**src/rtl/serial_adder.sv**
```systemverilog
// Bit-serial WIDTH-bit adder: one full-adder slice (two half adders + OR) per clock, LSB first,
// with a start/done handshake and registered sum/carry results.
module serial_adder #(
    parameter int WIDTH = 8
) (
    input  logic             clk,
    input  logic             rst,
    input  logic             start,
    input  logic [WIDTH-1:0] a,
    input  logic [WIDTH-1:0] b,
    output logic [WIDTH-1:0] sum,
    output logic             carry,
    output logic             busy,
    output logic             done
);

    localparam int CW = $clog2(WIDTH);

    localparam logic [1:0] IDLE = 2'b00;
    localparam logic [1:0] ADD  = 2'b01;
    localparam logic [1:0] DONE = 2'b10;

    localparam logic [CW-1:0] LAST = CW'(WIDTH - 1);

    // Half adder cell: returns {carry, sum}.
    function automatic logic [1:0] half_add(input logic x, input logic y);
        half_add = {x & y, x ^ y};
    endfunction

    logic [1:0]       state_r;
    logic [WIDTH-1:0] shift_a_r;
    logic [WIDTH-1:0] shift_b_r;
    logic [WIDTH-1:0] psum_r;
    logic             cbit_r;
    logic [CW-1:0]    count_r;
    logic [WIDTH-1:0] sum_r;
    logic             carry_r;
    logic             busy_r;
    logic             done_r;

    logic [1:0]       ha1_s;
    logic [1:0]       ha2_s;
    logic             s_s;
    logic             c_s;

    // Full-adder slice on the current LSBs and the carry from the previous bit.
    always_comb begin
        ha1_s = half_add(shift_a_r[0], shift_b_r[0]);
        ha2_s = half_add(ha1_s[0], cbit_r);
        s_s   = ha2_s[0];
        c_s   = ha1_s[1] | ha2_s[1];
    end

    // Control FSM and bit-serial datapath.
    always_ff @(posedge clk or posedge rst) begin
        if (rst) begin
            state_r   <= IDLE;
            shift_a_r <= {WIDTH{1'b0}};
            shift_b_r <= {WIDTH{1'b0}};
            psum_r    <= {WIDTH{1'b0}};
            cbit_r    <= 1'b0;
            count_r   <= {CW{1'b0}};
            sum_r     <= {WIDTH{1'b0}};
            carry_r   <= 1'b0;
            busy_r    <= 1'b0;
            done_r    <= 1'b0;
        end else begin
            case (state_r)
                IDLE: begin
                    done_r <= 1'b0;
                    if (start) begin
                        shift_a_r <= a;
                        shift_b_r <= b;
                        cbit_r    <= 1'b0;
                        count_r   <= {CW{1'b0}};
                        busy_r    <= 1'b1;
                        state_r   <= ADD;
                    end else begin
                        busy_r    <= 1'b0;
                    end
                end
                ADD: begin
                    busy_r    <= 1'b1;
                    psum_r    <= {s_s, psum_r[WIDTH-1:1]};
                    shift_a_r <= {1'b0, shift_a_r[WIDTH-1:1]};
                    shift_b_r <= {1'b0, shift_b_r[WIDTH-1:1]};
                    cbit_r    <= c_s;
                    count_r   <= count_r + {{(CW-1){1'b0}}, 1'b1};
                    // The last slice's sum bit goes straight into the result, not via psum_r.
                    if (count_r == LAST) begin
                        sum_r   <= {s_s, psum_r[WIDTH-1:1]};
                        carry_r <= c_s;
                        done_r  <= 1'b1;
                        state_r <= DONE;
                    end else begin
                        done_r  <= 1'b0;
                    end
                end
                DONE: begin
                    done_r  <= 1'b0;
                    busy_r  <= 1'b0;
                    state_r <= IDLE;
                end
                default: begin
                    done_r  <= 1'b0;
                    busy_r  <= 1'b0;
                    state_r <= IDLE;
                end
            endcase
        end
    end

    assign sum   = sum_r;
    assign carry = carry_r;
    assign busy  = busy_r;
    assign done  = done_r;

endmodule
```
**config.mk**
```make
export PLATFORM = sky130hd
export DESIGN_NAME = serial_adder
export DESIGN_NICKNAME = d
export VERILOG_FILES = /design/src/rtl/serial_adder.sv
export SDC_FILE = /design/constraint.sdc
export NUM_CORES = 1
export LEC_CHECK = 0
export CAP_MARGIN = 5
export CORE_UTILIZATION = 30
export DETAILED_ROUTE_END_ITERATION = 10
export GPL_TIMING_DRIVEN = 0
export PLACE_DENSITY = 0.58
export REMOVE_ABC_BUFFERS = 1
export SKIP_LAST_GASP = 1
export SYNTH_ARGS = -nofsm -noshare
export SYNTH_HDL_FRONTEND = slang
export SYNTH_SLANG_ARGS = --single-unit
```
**constraint.sdc**
```tcl
create_clock -name clk -period 2.1 [get_ports clk]
set_input_delay 0.42 -clock clk [delete_from_list [all_inputs] [get_ports clk]]
set_output_delay 0.42 -clock clk [all_outputs]
set_load 0.005 [all_outputs]
```
==> impl_metrics.py, run 1 <==
metrics = {
    "global_route": {
        "grt_pass1_vias": 1263,
        "grt_antenna_before_repair": 0,
        "overflow": 0,
        "grt_pass1_wl_um": 5982,
        "track_usage_pct": 11.84,
        "grt_max_degree": 41,
    },
    "place": {
        "place_area_mm2": 0.002216,
        "gp_congestion": 0.6986,
        "place_hpwl_um": 2255,
        "dp.cells": 232,
        "io_buffers": 29,
    },
    "critical_path": {
        "rr_endpoint": "sum[6]",
        "crit_type": "flop to flop",
        "crit_required_ns": 2.28,
        "crit_start": "state_r[1]",
        "path_cells": "nand3b_4 -> mux2_2",
        "endpoint_kind": "flop",
        "path_delay_family": "flip-flops",
        "crit_fanout": 28,
        "crit_path_max_incr_delay_ns": 1.08,
        "crit_cells": 2,
        "reg2reg_from": "state_r[1]",
        "critical_path_arrival_ns": 2.18,
        "endpoint": "sum[6]",
        "r2r_setup_slack_ns": 0.1,
        "ff2ff_path_depth": 2,
        "critPathSlowestCell": "dfrtp_1",
        "path_buf_inv": 0,
        "cp-start-kind": "flop",
    },
    "floorplan": {
        "start_util_pct": 31.71,
        "io-pin-count": 30,
        "die_h_um": 82.04,
        "num_rows": 28,
        "core_mm2": 0.006061,
        "die_w_um": 82.04,
        "dieArea_mm2": 0.006731,
    },
    "power": {
        "comb_power_share_pct": 37.7,
        "power_frac_seq_pct": 43.7,
        "net-switching-power_mw": 1.071,
        "power_density_mw_per_mm2": 1434,
        "p_leak_nw": 1.004,
        "swShare_pct": 32.06,
        "irDropWorstVdd_mv": 0.5108,
        "total_power_mw": 3.340,
        "p_int_mw": 2.269,
        "clkPwrFrac_pct": 18.7,
    },
    "routing": {
        "dr.first_iter.drc_count": 15,
        "ant_nets": 0,
        "vias": 1178,
        "drtPass1Iterations": 5,
        "drc": 0,
        "totalWireLength_um": 3491,
        "wire_per_inst_um": 14.55,
        "via_per_inst": 4.908,
    },
    "clocking": {
        "htree_levels": 2,
        "cts_sinks": 40,
        "root_buffer": "clkbuf_8",
        "cts_made_buffers": 5,
        "clockBufferDepth": 2,
        "cts_hold_buffers": 0,
        "clock_latency_ns": 0.29,
        "cts_tree": "yes",
        "clk_pin_slew_ns": 0.08,
    },
    "worst_hold_path": {
        "min_from": "psum_r[1]",
        "hold_class": "flop to flop",
    },
    "sta": {
        "final_hold_viol_count": 0,
        "fin_crit_ns": 2.000,
        "finalMaxSlewViolations": 0,
        "fin_skew_ns": 0.004624,
        "relSlewSlack_pct": 26.37,
        "worst_pin_slew_ns": 1.105,
        "finalSetupViolCount": 0,
        "rsz0062_at_grt": "no",
        "fin_hold_ws_ns": 0.4979,
        "post-route-period-util_pct": 95.25,
        "fmax_ghz": 0.4999,
    },
    "synth": {
        "synth_compound_area_share_pct": 13.41,
        "synth_area_leaders": "dfrtp_1, a221oi_2, mux2_4, nor4b_2, inv_1",
        "synth-xor-area-share_pct": 0,
        "netlist.area_leader.share_pct": 52.08,
        "ys_types": 24,
        "ys_warn_count": 0,
        "syn_area_per_cell_um2": 13.83,
        "synth.cell_area_mm2": 0.001922,
        "synth_top_family_by_area": "compound AO/OA/AOI/OAI gates",
        "synth.area.mux_share_pct": 11.52,
        "netlist_instances": 139,
        "synth_adder_area_share_pct": 2.344,
        "seq_area_frac_synth_pct": 52.08,
        "synth_simple_gate_area_share_pct": 12.43,
        "ys_seq_elements": 40,
        "post-synth-top-area-cell": "dfrtp_1",
    },
    "final_layout": {
        "stdcell_area_mm2": 0.002330,
        "final_cell_mix": "dfrtp_1, clkdlybuf4s50_1, inv_1, nor2_1, a221oi_2",
        "area_delta_synth_final_pct": 21.22,
        "final_common_cell": "dfrtp_1",
        "final_cells": 240,
        "diodes": 0,
        "nNetsFinal": 186,
        "drive_above_1_share_pct": 25.45,
    },
    "flow_run": {
        "drv_cap": 0,
    },
    "run_status": {
        "outcome": "finished, final reports clean",
    },
}
-- per-stage QoR --
| stage | setup TNS [ns] | worst slack (ns) | util, % |
|---|---|---|---|
| 2_1_floorplan | 0 | 0.008578 | - |
| 3_3_place_gp | -5.003 | -0.3385 | 36.56 |
| 3_5_place_dp | -6.446 | -0.4083 | 36.56 |
| 4_1_cts | 0 | 0.04141 | 38.36 |
| 5_1_grt | 0 | 0.01059 | 38.44 |
| 6_report | 0 | 0.09968 | 38.44 |
-- worst register-to-register path: cells and delay by family, from the launching register on --
kind	cells	cell delay, ns
AND/OR/NAND/NOR	1	0.45
flip-flops	1	1.08
multiplexers	1	0.37
-- flip-flops by register name, indices dropped and copies added, names as in the netlist --
signal / flops
busy: 1
psum_r: 7
shift_a_r: 8
cbit_r: 1
carry: 1
shift_b_r: 8
count_r: 3
done: 1
state_r: 2
sum: 8
-- worst min path at each step --
stage / endpoint / slack, ns / cells past startpoint
floorplan: psum_r[1] / 0.46 / 1
global placement: psum_r[1] / 0.47 / 1
detailed placement: psum_r[1] / 0.49 / 1
CTS: psum_r[1] / 0.51 / 1
global route: shift_a_r[7] / 0.52 / 1
finish: psum_r[1] / 0.50 / 1
-- repair_timing --
| item | in CTS | in global routing |
|---|---|---|
| resized for setup | 1 | 1 |
| pin swaps | 0 | 0 |
| buffers inserted | 0 | 0 |
| setup endpoints to repair | 36 | 6 |
| gates cloned | 0 | 0 |
-- logic make-up (layout without fill, tap and decap cells) --
logic type	after synthesis	count (layout)
AOI/OAI and AO/OA	21	21
DFF	40	40
muxes	17	17
adders and majority gates	3	3
buffers and inverters	29	55
and+or+nand+nor	29	29
-- routing by layer --
layer / part of all wire, % / GRT usage, % / routed length (um) / vias to the layer above
li1: - / - / - / 546
met1: 48 / 15.10 / 1687 / 591
met2: 46 / 19.26 / 1607 / 35
met3: 4.7 / 3.667 / 163 / 6
met4: 0.92 / 3.158 / 32 / 0
met5: 0 / 0 / 0 / -
-- layout make-up --
type / instances / area, um^2
fill: 593 / 3731
sequential: 40 / 1002
multi-input combinational: 70 / 768.2
timing repair buffer: 29 / 290.3
tap: 75 / 93.84
clock buffer: 6 / 72.57
inverter: 18 / 67.56
clock inverter: 2 / 35.03
-- cells in the mapped netlist (all sizes together) --
cell    count
a21oi       1
a221oi     12
a222oi      2
a22o        3
a32o        2
buf        10
clkbuf      1
dfrtp      40
fa          1
ha          2
inv        18
mux2       17
nand3b      1
nor2       13
nor2b       3
nor4b      12
o21bai      1
-- power groups by stage --
stage / clock (mW) / sequential, mW / combinational, mW
6_report: 0.624 / 1.46 / 1.26
5_1_grt: 0.681 / 1.52 / 1.41
4_1_cts: 0.642 / 1.46 / 1.27
3_5_place_dp: 0 / 1.47 / 1.28
3_3_place_gp: 0 / 1.44 / 1.21
2_1_floorplan: 0 / 1.40 / 0.877
(Power assumes the default switching activity.)
==> run 2: changes to the inputs <==
--- a/config.mk
+++ b/config.mk
@@ -5,7 +5,6 @@
 export SDC_FILE = /design/constraint.sdc
 export NUM_CORES = 1
 export LEC_CHECK = 0
-export CAP_MARGIN = 5
 export CORE_UTILIZATION = 30
 export DETAILED_ROUTE_END_ITERATION = 10
 export GPL_TIMING_DRIVEN = 0
==> results of run 2 <==
Final layout, timing and power as in run 1 (identical DEF).
==> run 3: changes to the inputs <==
--- a/config.mk
+++ b/config.mk
@@ -8,6 +8,7 @@
 export CORE_UTILIZATION = 30
 export DETAILED_ROUTE_END_ITERATION = 10
 export GPL_TIMING_DRIVEN = 0
+export HOLD_SLACK_MARGIN = 0.06
 export PLACE_DENSITY = 0.58
 export REMOVE_ABC_BUFFERS = 1
 export SKIP_LAST_GASP = 1
==> results of run 3 <==
Final layout, timing and power as in run 1 (identical DEF).
